$ cat src/rtl/tt_scan_pkg.sv
// Shared types and constants for the truth-table scan blocks.
package tt_scan_pkg;

  typedef enum logic [1:0] {
    IDLE    = 2'd0,
    DRIVE   = 2'd1,
    CAPTURE = 2'd2,
    DONE    = 2'd3
  } scan_state_t;

  localparam int N_VECT = 16;
  localparam int IDX_W  = 4;
  localparam int CNT_W  = 4;

  localparam logic [N_VECT-1:0] G_EXPECTED_DEF = 16'hF37A;
  localparam logic [N_VECT-1:0] H_EXPECTED_DEF = 16'h5E0B;

endpackage

$ cat src/rtl/tt_settle_timer.sv
// Loadable down-counter; expired is high while the count sits at zero.
module tt_settle_timer #(
  parameter int W = 4
) (
  input  logic         clk,
  input  logic         rst_n,
  input  logic         load,
  input  logic [W-1:0] load_val,
  input  logic         tick,
  output logic         expired
);

  logic [W-1:0] cnt;

  // Load has priority; ticking stops at zero so the counter never wraps.
  always_ff @(posedge clk or negedge rst_n) begin
    if (!rst_n) begin
      cnt <= '0;
    end else if (load) begin
      cnt <= load_val;
    end else if (tick && (cnt != '0)) begin
      cnt <= cnt - 1'b1;
    end
  end

  assign expired = (cnt == '0);

endmodule

$ cat src/rtl/truth_table_scanner.sv
// Sweeps all 16 {A,B,C,D} vectors into the function block, captures g/h
// after a settle time and compares the resulting truth tables to constants.
//
//  state   | meaning
//  IDLE    | stimulus 0000, waiting for start
//  DRIVE   | stimulus = idx, settling for SETTLE_CYCLES cycles
//  CAPTURE | stimulus held, g/h sampled into table bit idx at cycle end
//  DONE    | one-cycle done pulse, tables marked valid
module truth_table_scanner
  import tt_scan_pkg::*;
#(
  parameter int                SETTLE_CYCLES = 1,
  parameter logic [N_VECT-1:0] G_EXPECTED    = G_EXPECTED_DEF,
  parameter logic [N_VECT-1:0] H_EXPECTED    = H_EXPECTED_DEF
) (
  input  logic              clk,
  input  logic              rst_n,
  input  logic              start,
  input  logic              abort,
  output logic              a_o,
  output logic              b_o,
  output logic              c_o,
  output logic              d_o,
  input  logic              g_in,
  input  logic              h_in,
  output logic              busy,
  output logic              done,
  output logic              valid,
  output logic [N_VECT-1:0] g_table,
  output logic [N_VECT-1:0] h_table,
  output logic [N_VECT-1:0] g_mismatch,
  output logic [N_VECT-1:0] h_mismatch,
  output logic              pass
);

  // Timer is loaded with one less than the settle time because the
  // DRIVE cycle that sees the count at zero is itself a settle cycle.
  localparam logic [CNT_W-1:0] SETTLE_LOAD = CNT_W'(SETTLE_CYCLES - 1);
  localparam logic [IDX_W-1:0] IDX_LAST    = IDX_W'(N_VECT - 1);

  scan_state_t      state;
  logic [IDX_W-1:0] idx;
  logic [3:0]       stim;
  logic             tmr_load;
  logic             tmr_tick;
  logic             tmr_expired;

  // Timer reload on every entry into DRIVE; it only counts while in DRIVE.
  always_comb begin
    tmr_load = 1'b0;
    tmr_tick = 1'b0;
    case (state)
      IDLE:    tmr_load = start & ~abort;
      DRIVE:   tmr_tick = 1'b1;
      CAPTURE: tmr_load = ~abort & (idx != IDX_LAST);
      default: ;
    endcase
  end

  tt_settle_timer #(
    .W (CNT_W)
  ) u_settle_timer (
    .clk      (clk),
    .rst_n    (rst_n),
    .load     (tmr_load),
    .load_val (SETTLE_LOAD),
    .tick     (tmr_tick),
    .expired  (tmr_expired)
  );

  // Scan sequencer; all outputs except the mismatch/pass compare are registered.
  always_ff @(posedge clk or negedge rst_n) begin
    if (!rst_n) begin
      state   <= IDLE;
      idx     <= '0;
      stim    <= '0;
      busy    <= 1'b0;
      done    <= 1'b0;
      valid   <= 1'b0;
      g_table <= '0;
      h_table <= '0;
    end else begin
      done <= 1'b0;
      case (state)
        IDLE: begin
          stim <= '0;
          busy <= 1'b0;
          if (abort) begin
            valid <= 1'b0;
          end else if (start) begin
            state   <= DRIVE;
            idx     <= '0;
            stim    <= '0;
            busy    <= 1'b1;
            valid   <= 1'b0;
            g_table <= '0;
            h_table <= '0;
          end
        end
        DRIVE: begin
          if (abort) begin
            state <= IDLE;
            stim  <= '0;
            busy  <= 1'b0;
            valid <= 1'b0;
          end else if (tmr_expired) begin
            state <= CAPTURE;
          end
        end
        CAPTURE: begin
          // Aborting here skips the capture; earlier bits stay for debug.
          if (abort) begin
            state <= IDLE;
            stim  <= '0;
            busy  <= 1'b0;
            valid <= 1'b0;
          end else begin
            g_table[idx] <= g_in;
            h_table[idx] <= h_in;
            if (idx == IDX_LAST) begin
              state <= DONE;
              stim  <= '0;
              done  <= 1'b1;
              valid <= 1'b1;
            end else begin
              state <= DRIVE;
              idx   <= idx + 1'b1;
              stim  <= idx + 1'b1;
            end
          end
        end
        DONE: begin
          state <= IDLE;
          busy  <= 1'b0;
        end
        default: begin
          state <= IDLE;
          stim  <= '0;
          busy  <= 1'b0;
        end
      endcase
    end
  end

  assign {a_o, b_o, c_o, d_o} = stim;

  assign g_mismatch = g_table ^ G_EXPECTED;
  assign h_mismatch = h_table ^ H_EXPECTED;
  assign pass       = valid & ~|g_mismatch & ~|h_mismatch;

endmodule

$ cat config.mk
export PLATFORM = sky130hd
export DESIGN_NAME = truth_table_scanner
export DESIGN_NICKNAME = d
export VERILOG_FILES = /design/src/rtl/tt_scan_pkg.sv /design/src/rtl/tt_settle_timer.sv /design/src/rtl/truth_table_scanner.sv
export SDC_FILE = /design/constraint.sdc
export NUM_CORES = 1
export LEC_CHECK = 0
export ABC_AREA = 1
export CORE_ASPECT_RATIO = 1.5
export CORE_MARGIN = 4
export CORE_UTILIZATION = 52
export CTS_CLUSTER_SIZE = 8
export DETAILED_ROUTE_END_ITERATION = 8
export MAX_ROUTING_LAYER = met4
export PLACE_DENSITY = 0.95
export SETUP_SLACK_MARGIN = 0.05
export SLEW_MARGIN = 15
export SYNTH_ARGS = -nofsm -noshare
export SYNTH_HDL_FRONTEND = slang
export SYNTH_SLANG_ARGS = --single-unit
$ cat constraint.sdc
create_clock -name clk -period 3.4 [get_ports clk]
set_input_delay 0.68 -clock clk [delete_from_list [all_inputs] [get_ports clk]]
set_output_delay 0.68 -clock clk [all_outputs]
set_load 0.01 [all_outputs]
==> results.yml <==
layout:
  n_antenna_cell: 0
  syn_to_final_growth_pct: 28.24
  drive_gt1_share_pct: 7.830
  multi_input_area_um2: 1214
  fillers: 416
  seqCellArea_um2: 1226
  nNetsFinal: 462
power:
  p_sw_uw: 690.5
  p_leak_nw: 1.907
  clockPowerShare_pct: 21.4
  ir_drop_mv: 0.4435
  switching_share_pct: 39.26
  p_int_mw: 1.068
  p_seq_share_pct: 39.5
  p_per_area_nw_per_um2: 485.2
  p_comb_share_pct: 39.0
sta:
  min_period_ns: 2.569
  worstMarginPinSlew_ns: 0.6213
  setup_viol: 0
  setup_ws_ns: 0.8311
  fmax_mhz: 389.3
  fin_crit_sh_pct: 75.56
  maxSlewViolCount: 0
  finalHoldViolCount: 0
  rsz0062_at_grt: "no"
  clock_skew_ns: 0.009738
  slew-limit-headroom_pct: 58.58
  fin_setup_tns_ns: 0
grt:
  antenna_found_initial: 0
  grt_remaining_overflow: 0
  use_met2_pct: 38.86
  grt_max_degree: 50
  met1_usage_pct: 24.55
  grt_pass1_wl_um: 11390
  grt_pass1_vias: 2547
  grt_use_total_pct: 22.29
  met3_usage_pct: 3.913
  grt-busiest-layer: "met2"
route:
  wire_per_inst_um: 13.25
  final_antenna_net_count: 0
  num_vias: 2564
  wirelength_um: 6825
  drt_first_pass_iters: 4
  vias_per_cell: 4.979
  drcViolationCount: 0
  drt_iter0_drc: 156
min_path:
  hp-class: "in2async"
setup_path:
  rr_worst_depth: 7
  cpMaxStageDelayCell: "clkdlybuf4s50_1"
  crit_fanout: 3
  worstSetupStartpointType: "flip-flop"
  cp-end-kind: "output pin"
  worstPathArrival_ns: 1.89
  path_cells: "inv_1 > nor2_1 > nand2_1 > nor2_1 > nand3_1 > nor2_1 > clkdlybuf4s50_1"
  crit-reg2reg-launch: "state[0]"
  r2r_slack_ns: 1.48
  cp.required_ns: 2.72
  cp_common_cell: "nor2_1"
  slowest_delay_ns: 0.54
  r2r_end: "h_table[2]"
  criticalPathCategory: "reg2out"
die:
  start_util_pct: 54.30
  design.die.area_um2: 6703
  io_pins: 78
  die_y_um: 98.30
  rows: 32
  die_x_um: 68.20
  core-area_um2: 5205
yosys:
  synthCells: 382
  ys_ff_latch: 49
  synth_ff_type: "dfrtp_1"
  synth_common_cells: "nand2_1 (159), inv_1 (56), dfrtp_1 (49)"
  synth.distinct_cells: 26
  synth-async-reset-ratio_pct: 100.0
  synth_area_leader_cell: "dfrtp_1"
  yosysWarnings: 0
  synth_top_area_share_pct: 43.38
  synth_fp_nets: 398
  yosysSeqAreaShare_pct: 43.38
  yosysMostFrequentCell: "nand2_1"
  netlist_area_um2: 2826
  post_synth.cell_area_avg_um2: 7.399
  synth-edff-count: 0
  synth_top_cells_by_area: "dfrtp_1 (43%), nand2_1 (21%), inv_1 (7.4%)"
outcome:
  status: "finished clean"
placed_design:
  place.gp.congestion: 0.8970
  dpl_worst_slack_ns: 1.046
  hpwl_um: 5078
  portBuffers: 77
flow_run:
  maxCapViolCount: 0
cts:
  clockRootBuffer: "clkbuf_8"
  h-tree-depth: 2
  holdBufCountCts: 0
  post_cts_resize_count: 0
  cts.sinks: 49
  insertion_delay_ns: 0.31
  clk_pin_slew_ns: 0.09
  cts_buffers: 5
  postCtsSetupBuffers: 0
  cts_buffer_depth: 2
  cts_tree: "built"
==> per-layer routing <==
| metal | wire, um | part of all wire [%] | vias to the layer above |
|---|---|---|---|
| li1 | - | - | 1258 |
| met5 | 0 | 0 | - |
| met2 | 3763 | 55 | 85 |
| met1 | 2602 | 38 | 1212 |
| met3 | 341 | 5.0 | 9 |
| met4 | 116 | 1.7 | 0 |
==> worst max path at each step <==
stage | start | endpoint | slack (ns) | cells after the start
after floorplan | g_table[1] | pass | 1.79 | 6
after detailed placement | start | h_table[1] | 1.05 | 8
after global placement | start | g_table[2] | 1.14 | 8
after CTS | g_table[1] | pass | 0.84 | 7
final | g_table[1] | pass | 0.83 | 7
after global routing | g_table[1] | pass | 0.69 | 7
==> registers in the layout, indices dropped and copies added (netlist names) <==
signal,flops
done,1
idx,4
h_table,16
state,2
u_settle_timer.cnt,4
g_table,16
valid,1
stim,4
busy,1
==> critical path: cells and delay by family (launching register included) <==
kind | cells | cell delay, ns
buffers and inverters | 2 | 0.61
AND/OR/NAND/NOR | 5 | 0.57
flip-flops | 1 | 0.40
==> logic make-up after synthesis <==
| family | Yosys count | synth area share [%] |
|---|---|---|
| buffers and inverters | 81 | 13.68 |
| AO/OA/AOI/OAI | 20 | 4.471 |
| AND/OR/NAND/NOR | 220 | 33.42 |
| flip-flops | 49 | 43.38 |
| adder cells (fa/ha/maj) | 10 | 4.427 |
| XOR/XNOR | 2 | 0.6199 |
==> area by class of cell <==
type	count	share of cell area, %
clock inverter	1	0.1381
multi-input combinational	252	33.48
sequential	49	33.83
timing repair buffer	77	21.19
tap	68	2.347
inverter	61	6.351
clock buffer	7	2.658
==> stage by stage <==
step                      total power [mW]  util, %  area, um2  std cells  hold slack [ns]
after global placement               1.333    67.64       3521        507           0.4704
after CTS                            1.755    69.59       3622        515           0.4978
after global routing                 1.881    69.64       3625        515           0.4169
after floorplan                      1.201        -       2826        382           0.3844
after detailed placement             1.377    67.64       3521        507           0.4648
final                                1.759    69.64       3625        515           0.3820
==> power by group through the flow <==
stage	sequential, mW	clock (mW)	combinational [mW]
5_1_grt	0.705	0.407	0.769
4_1_cts	0.695	0.378	0.683
2_1_floorplan	0.704	0	0.497
3_5_place_dp	0.707	0	0.670
6_report	0.695	0.377	0.687
3_3_place_gp	0.703	0	0.630
==> layout by cell type (no fill, tap or decap), drive strengths merged, types with 7 or more instances in the layout <==
cell type	instances
o21ai	14
ha	10
clkdlybuf4s50	76
nor2	24
nand2	168
inv	60
clkbuf	7
dfrtp	49
nand3	20
(Power assumes the default switching activity.)
